[src/rtl/grng_seq_ctrl.sv]
// Sequencing controller for a buffered Gaussian RNG datapath.
// Loads seed words, fills the pipeline, then streams samples.
//
// Ports:
//   clk, rst         - rising-edge clock, async active-high reset
//   start, stop      - begin a run (IDLE only) / abort a run
//   num_samples      - run length latched at start, 0 = unlimited
//   seed_in/valid    - host seed word handshake (seed_ready back)
//   seed_load/sel/   - seed register write strobe, index and data
//   seed_data          towards the datapath
//   pipe_en          - clock enable for all datapath buffer stages
//   out_valid/ready  - sample handshake with downstream
//   busy, done       - activity flag and one-cycle end-of-run pulse
//   sample_cnt       - samples transferred in the current/last run
module grng_seq_ctrl #(
    parameter int LATENCY    = 4,
    parameter int SEED_WORDS = 3,
    parameter int CNT_W      = 16
) (
    input  logic             clk,
    input  logic             rst,
    input  logic             start,
    input  logic             stop,
    input  logic [CNT_W-1:0] num_samples,
    input  logic [31:0]      seed_in,
    input  logic             seed_valid,
    output logic             seed_ready,
    output logic             seed_load,
    output logic [1:0]       seed_sel,
    output logic [31:0]      seed_data,
    output logic             pipe_en,
    output logic             out_valid,
    input  logic             out_ready,
    output logic             busy,
    output logic             done,
    output logic [CNT_W-1:0] sample_cnt
);

    typedef enum logic [2:0] {
        S_IDLE,
        S_SEED,
        S_FILL,
        S_RUN,
        S_DONE
    } state_t;

    localparam logic [1:0]       SEED_LAST = 2'(SEED_WORDS - 1);
    localparam logic [7:0]       FILL_LAST = 8'(LATENCY - 1);
    localparam logic [CNT_W-1:0] CNT_MAX   = '1;
    localparam logic [CNT_W-1:0] CNT_ONE   = CNT_W'(1);

    state_t           state_q, state_d;
    logic [CNT_W-1:0] n_q, n_d;
    logic [CNT_W-1:0] cnt_q, cnt_d;
    logic [CNT_W-1:0] cnt_inc;
    logic [1:0]       idx_q, idx_d;
    logic [7:0]       fill_q, fill_d;
    logic             xfer;

    always_ff @(posedge clk or posedge rst) begin
        if (rst) begin
            state_q <= S_IDLE;
            n_q     <= '0;
            cnt_q   <= '0;
            idx_q   <= '0;
            fill_q  <= '0;
        end else begin
            state_q <= state_d;
            n_q     <= n_d;
            cnt_q   <= cnt_d;
            idx_q   <= idx_d;
            fill_q  <= fill_d;
        end
    end

    assign cnt_inc = cnt_q + CNT_ONE;

    always_comb begin
        state_d    = state_q;
        n_d        = n_q;
        cnt_d      = cnt_q;
        idx_d      = idx_q;
        fill_d     = fill_q;
        seed_ready = 1'b0;
        seed_load  = 1'b0;
        pipe_en    = 1'b0;
        out_valid  = 1'b0;
        done       = 1'b0;
        xfer       = 1'b0;
        unique case (state_q)
            S_IDLE: begin
                if (start) begin
                    n_d     = num_samples;
                    cnt_d   = '0;
                    idx_d   = '0;
                    fill_d  = '0;
                    state_d = S_SEED;
                end
            end
            S_SEED: begin
                seed_ready = 1'b1;
                seed_load  = seed_valid;
                if (stop) begin
                    state_d = S_DONE;
                end else if (seed_valid) begin
                    if (idx_q == SEED_LAST) begin
                        fill_d  = '0;
                        state_d = S_FILL;
                    end else begin
                        idx_d = idx_q + 2'd1;
                    end
                end
            end
            S_FILL: begin
                pipe_en = 1'b1;
                if (stop) begin
                    state_d = S_DONE;
                end else if (fill_q == FILL_LAST) begin
                    fill_d  = '0;
                    state_d = S_RUN;
                end else begin
                    fill_d = fill_q + 8'd1;
                end
            end
            S_RUN: begin
                out_valid = 1'b1;
                // Stalling the pipe keeps the presented sample stable.
                pipe_en   = out_ready;
                xfer      = out_ready;
                if (xfer && cnt_q != CNT_MAX) begin
                    cnt_d = cnt_inc;
                end
                if (stop) begin
                    state_d = S_DONE;
                end else if (xfer && n_q != '0 && cnt_inc == n_q) begin
                    state_d = S_DONE;
                end
            end
            S_DONE: begin
                done    = 1'b1;
                state_d = S_IDLE;
            end
            default: begin
                state_d = S_IDLE;
            end
        endcase
    end

    assign seed_sel   = idx_q;
    assign seed_data  = seed_ready ? seed_in : 32'd0;
    assign busy       = (state_q != S_IDLE);
    assign sample_cnt = cnt_q;

endmodule

[config.mk]
export PLATFORM = sky130hd
export DESIGN_NAME = grng_seq_ctrl
export DESIGN_NICKNAME = d
export VERILOG_FILES = /design/src/rtl/grng_seq_ctrl.sv
export SDC_FILE = /design/constraint.sdc
export NUM_CORES = 1
export LEC_CHECK = 0
export CAP_MARGIN = 20
export CORE_ASPECT_RATIO = 1.25
export CORE_MARGIN = 2
export CORE_UTILIZATION = 25
export CTS_CLUSTER_SIZE = 40
export DETAILED_ROUTE_END_ITERATION = 12
export PLACE_DENSITY = 0.48
export SYNTH_ARGS = -nofsm -noshare
export SYNTH_HDL_FRONTEND = slang
export SYNTH_SLANG_ARGS = --single-unit
export TNS_END_PERCENT = 5
[constraint.sdc]
create_clock -name clk -period 2.3 [get_ports clk]
set_input_delay 0.345 -clock clk [delete_from_list [all_inputs] [get_ports clk]]
set_output_delay 0.345 -clock clk [all_outputs]
set_load 0.005 [all_outputs]
# --- Word level (Yosys, flattened, before mapping) ---
# Cells that the tools add are included.
op_classes:
  add_sub_neg: 3
  reduce_logical: 14
  mux: 30
  n_eq_ne: 19
op_table:
  columns: ["operator", "count"]
  rows:
  - ["2-to-1 mux 8 bit", 6]
  - ["2-to-1 mux 16 bit", 2]
  - ["2-to-1 mux 32 bit", 1]
  - ["one-hot mux 16 bit (2 select lines)", 1]
  - ["2-to-1 mux 3 bit", 8]
  - ["one-hot mux 8 bit (3 select lines)", 1]
  - ["adder 16 x 1 -> 16 bit, second input constant", 1]
  - ["equality test 16 bit", 1]
  - ["!= test 16 bit, second input constant", 1]
  - ["nonzero test 16 bit", 1]
  - ["!= test 2 bit, second input constant", 7]
  - ["!= test 3 bit, second input constant", 4]
  - ["one-hot mux 3 bit (4 select lines)", 1]
  - ["AND reduction 5 bit", 2]
  - ["adder 8 x 1 -> 8 bit, second input constant", 1]
  - ["equality test 8 x 2 -> 1 bit, second input constant", 1]
  - ["2-to-1 mux 2 bit", 4]
  - ["equality test 3 x 2 -> 1 bit, second input constant", 2]
  - ["AND reduction 6 bit", 1]
  - ["nonzero test 3 bit", 2]
  - ["2-to-1 mux 1 bit", 4]
  - ["one-hot mux 2 bit (2 select lines)", 1]
  - ["nonzero test 2 bit", 2]
  - ["equality test 3 x 1 -> 1 bit, second input constant", 1]
  - ["8 further kinds", 10]
word_totals:
  output_inout_bits: 56
  reg_bits: 45

# --- Depth between registers and ports, before layout ---
logic_depth:
  word_depth: 6
  mapped_depth: 9
  ltp_nobuf: 8

# --- Least setup slack after synthesis ---
# OpenSTA, ideal clock, no wires.
synth_path:
  path_type: "reg2reg"
  startpoint: "register fill_q[5]"
  endpoint: "register state_q[1]"
  stages_incl_launch_ff: 7
  n_path_buf: 0
  arrival_ns: 2.096
  path_slack_ns: 0.067
  t_required_ns: 2.163
  period_less_slack_ns: 2.233
  path_cell_list: "dfrtp_1 or4_4 o31ai_4 o41ai_1 or3_1 nor4_2 a31oi_1"
synth_via:
  elab_chain_cells: 3
synth_rtl:
  columns: ["element", "line", "rtl"]
  rows:
  - ["from (decl)", "57", "logic [7:0] fill_q, fill_d;"]
  - ["from (signal assigned)", "72", "fill_q <= fill_d;"]
  - ["equality test 8 x 2 -> 1 bit", "118", "end else if (fill_q == FILL_LAST) begin"]
  - ["!= test 3 bit (no line)", null, null]
  - ["AND reduction 5 bit (no line)", null, null]
  - ["to (signal assigned)", "68", "state_q <= state_d;"]
  - ["to (decl)", "52", "state_t state_q, state_d;"]
# No other way between the ends.
# A chain may end at the register's enable or synchronous reset.

# --- Worst setup path in the final report ---
# Same ends and word-level chain as after synthesis.

==> reports/qor.yml <==
setup_path:
  startpoint_type: "flip-flop"
  worstSetupPathType: "reg2reg"
  worstPathRequired_ns: 2.45
  arrival_ns: 2.39
  crit_fanout: 3
  worstSetupEndpointType: "flip-flop"
cts:
  cts_tree: "done"
  cts-root-buf: "clkbuf_16"
  cts_hold_buf: 0
  clock_path_buffers: 2
  clk_pin_slew_ns: 0.06
  htree_levels: 2
  clk_latency_ns: 0.30
  cts.sinks: 45
  cts_buffers: 5
power_and_ir_drop:
  p_leak_nw: 1.94
  ir_drop_uv: 451
  totalPowerFinal_mw: 3.62
  pwr_density_cell_nw_per_um2: 781
drt:
  drc: 0
  firstDrtPassIters: 4
  wirelength_um: 9260
  viasPerCell: 4.92
  vias: 2996
  wl_per_cell_um: 15.2
  drt_iter0_markers: 112
  antenna_left: 0
synthesis:
  synth_nets: 390
  synth_mux_area_share_pct: 6.82
  synthAdderAreaFrac_pct: 1.28
  synth_compound_area_share_pct: 15.9
  synth_xor_xnor_area_share_pct: 6.57
  synth_flop_cell: "dfrtp_1"
  async_reset_ff_share_pct: 100
  synthCells: 333
  avgSynthCellArea_um2: 8.81
  synth_seq_cells: 45
  synthSimpleGateAreaFrac_pct: 27.6
  syn_area_um2: 2930
  ys_seq_area_share_pct: 38.4
  synth.yosys.warnings: 0
  synth_top_family_by_area: "simple AND/OR/NAND/NOR gates"
  ys_types: 48
  synth-edff-count: 0
finish:
  area_delta_synth_final_pct: 57.9
  drive_gt1_share_pct: 14.4
  fillers: 1185
  diodes: 0
  nets: 527
  fin_util_pct: 40.3
place:
  dpl.hpwl_um: 7160
  portBuffers: 109
  place.gp.congestion: 0.876
worst_hold_path:
  hold_path_class: "reg2reg"
global_routing:
  grt_antenna_before_repair: 0
  grt_pass1_wl_um: 14900
  grt_max_degree: 46
  grt_usage_pct: 14.8
  grt_overflow: 0
  grt_pass1_vias: 2900
die:
  fp.dieW_um: 101
  design.die.area_um2: 12600
  start_util_pct: 25.5
  ios: 110
  die_h_um: 125
  std_cell_rows: 44
  core-area_um2: 11500
sta:
  skew_ns: 0.0127
  finalSetupTns_ns: 0
  hold_viol: 0
  grt_setup_unrepaired: "true"
  fin_crit_sh_pct: 97.2
  max_slew_margin_pct: 59.4
  fin_crit_ns: 2.24
  maxSlewViolCount: 0
  fmax_mhz: 447
  worst_pin_slew_ns: 0.609
  whs_ns: 0.511
  setup_violations: 0
outcome:
  status: "completed"
run:
  drv_cap: 0
-- critical path, cell delays in order (launching register included) --
cell,delay [ns]
dfrtp_1,0.38
or4_4,0.55
o31ai_4,0.20
o41ai_1,0.11
or3_1,0.40
nor4_4,0.32
a31oi_1,0.13
-- kinds of logic after synthesis --
group	count (synthesis)
simple gates	147
compound gates	72
flops	45
buf+inv	26
xor+xnor	22
mux	18
fa+ha+maj	3
-- registers in the layout, summed over array words and instances, names as in the netlist --
signal and flops:
n_q 16, state_q 3, seed_sel 2, sample_cnt 16
fill_q 8
-- layer usage --
| layer | global-route usage [%] | vias up | share of wire (%) |
|---|---|---|---|
| met5 | 0 | - | 0 |
| met4 | 4.69 | 0 | 1.1 |
| met3 | 2.35 | 4 | 5.3 |
| met2 | 26.2 | 74 | 51 |
| met1 | 18.3 | 1427 | 43 |
| li1 | - | 1491 | - |
-- worst paths after layout --
| path | slack [ns] | from | to | cells after the start |
|---|---|---|---|---|
| setup / recovery | 0.06 | fill_q[5]$_DFFE_PP0P_ | state_q[1]$_DFFE_PP0P_ | 6 |
| hold / removal | 0.51 | fill_q[1]$_DFFE_PP0P_ | fill_q[1]$_DFFE_PP0P_ | 2 |
| setup reg to reg | 0.06 | fill_q[5]$_DFFE_PP0P_ | state_q[1]$_DFFE_PP0P_ | 6 |
| hold reg to reg | 0.51 | fill_q[1]$_DFFE_PP0P_ | fill_q[1]$_DFFE_PP0P_ | 2 |
| max in group asynchronous | 1.34 | rst | state_q[1]$_DFFE_PP0P_ | 3 |
| min in group asynchronous | 0.52 | rst | sample_cnt[10]$_DFFE_PP0P_ | 3 |
-- final cells by class --
| cell class | count | area (µm²) | area share [%] |
|---|---|---|---|
| clock buffer | 6 | 129 | 2.78 |
| sequential | 45 | 1130 | 24.3 |
| clock inverter | 2 | 38.8 | 0.837 |
| tap | 138 | 173 | 3.73 |
| timing repair buffer | 148 | 1390 | 29.9 |
| inverter | 8 | 30.0 | 0.648 |
| multi-input combinational | 262 | 1750 | 37.7 |
-- report_power, final --
group | total [mW] | switching (mW) | leakage, nW | internal, mW
combinational | 1.61 | 0.673 | 1.28 | 0.937
clock | 0.838 | 0.323 | 0.0810 | 0.516
sequential | 1.17 | 0.206 | 0.587 | 0.966
total | 3.62 | 1.20 | 1.94 | 2.42
-- cells in the mapped netlist (2+ instances only) --
master / n / share of area, %
a21o_1: 2 / 0.51
a21oi_1: 6 / 1.0
a22o_1: 2 / 0.60
a31oi_1: 5 / 1.1
and2_1: 7 / 1.5
and3_1: 36 / 7.7
and3b_1: 2 / 0.60
and4_1: 4 / 1.2
buf_2: 2 / 0.34
clkbuf_1: 15 / 1.9
dfrtp_1: 45 / 38
ha_1: 3 / 1.3
inv_1: 8 / 1.0
mux2_1: 5 / 1.9
mux2_2: 11 / 4.2
mux2i_1: 2 / 0.68
nand2_1: 25 / 3.2
nand2b_1: 6 / 1.3
nand3_1: 12 / 2.0
nand4_1: 3 / 0.64
nor2_1: 24 / 3.1
nor2b_1: 3 / 0.64
nor3_1: 5 / 0.85
nor3b_1: 2 / 0.51
nor4_1: 6 / 1.3
o21ai_0: 26 / 4.4
o21ai_1: 7 / 1.2
o31ai_1: 10 / 2.6
o41ai_1: 5 / 1.5
or3_1: 6 / 1.3
xnor2_1: 16 / 4.8
xor2_1: 6 / 1.8
-- cells in the final DEF (no fill, tap or decap), types with 10 or more instances in the layout --
cell and n:
buf_4 38, xnor2_1 16, nand2_1 25, o21ai_0 26, dfrtp_1 44, nor2_1 22
and3_1 36, clkdlybuf4s50_1 109, nand3_1 12, o31ai_1 10, mux2_2 11
-- metrics by stage --
step	std cells	setup WS, ns	area (µm²)
after floorplan	333	0.0670	2930
after global placement	601	-0.00835	4420
after detailed placement	601	-0.0657	4420
after CTS	609	0.00567	4610
after global routing	609	-0.0725	4630
final	609	0.0641	4630
-- timing repair --
action	4_1_cts	5_1_grt
endpoints found under the setup margin	36	40
gates resized for setup	4	6
cloned	0	0
setup buffers	0	0
pin swaps	0	2
(Power assumes the default switching activity.)
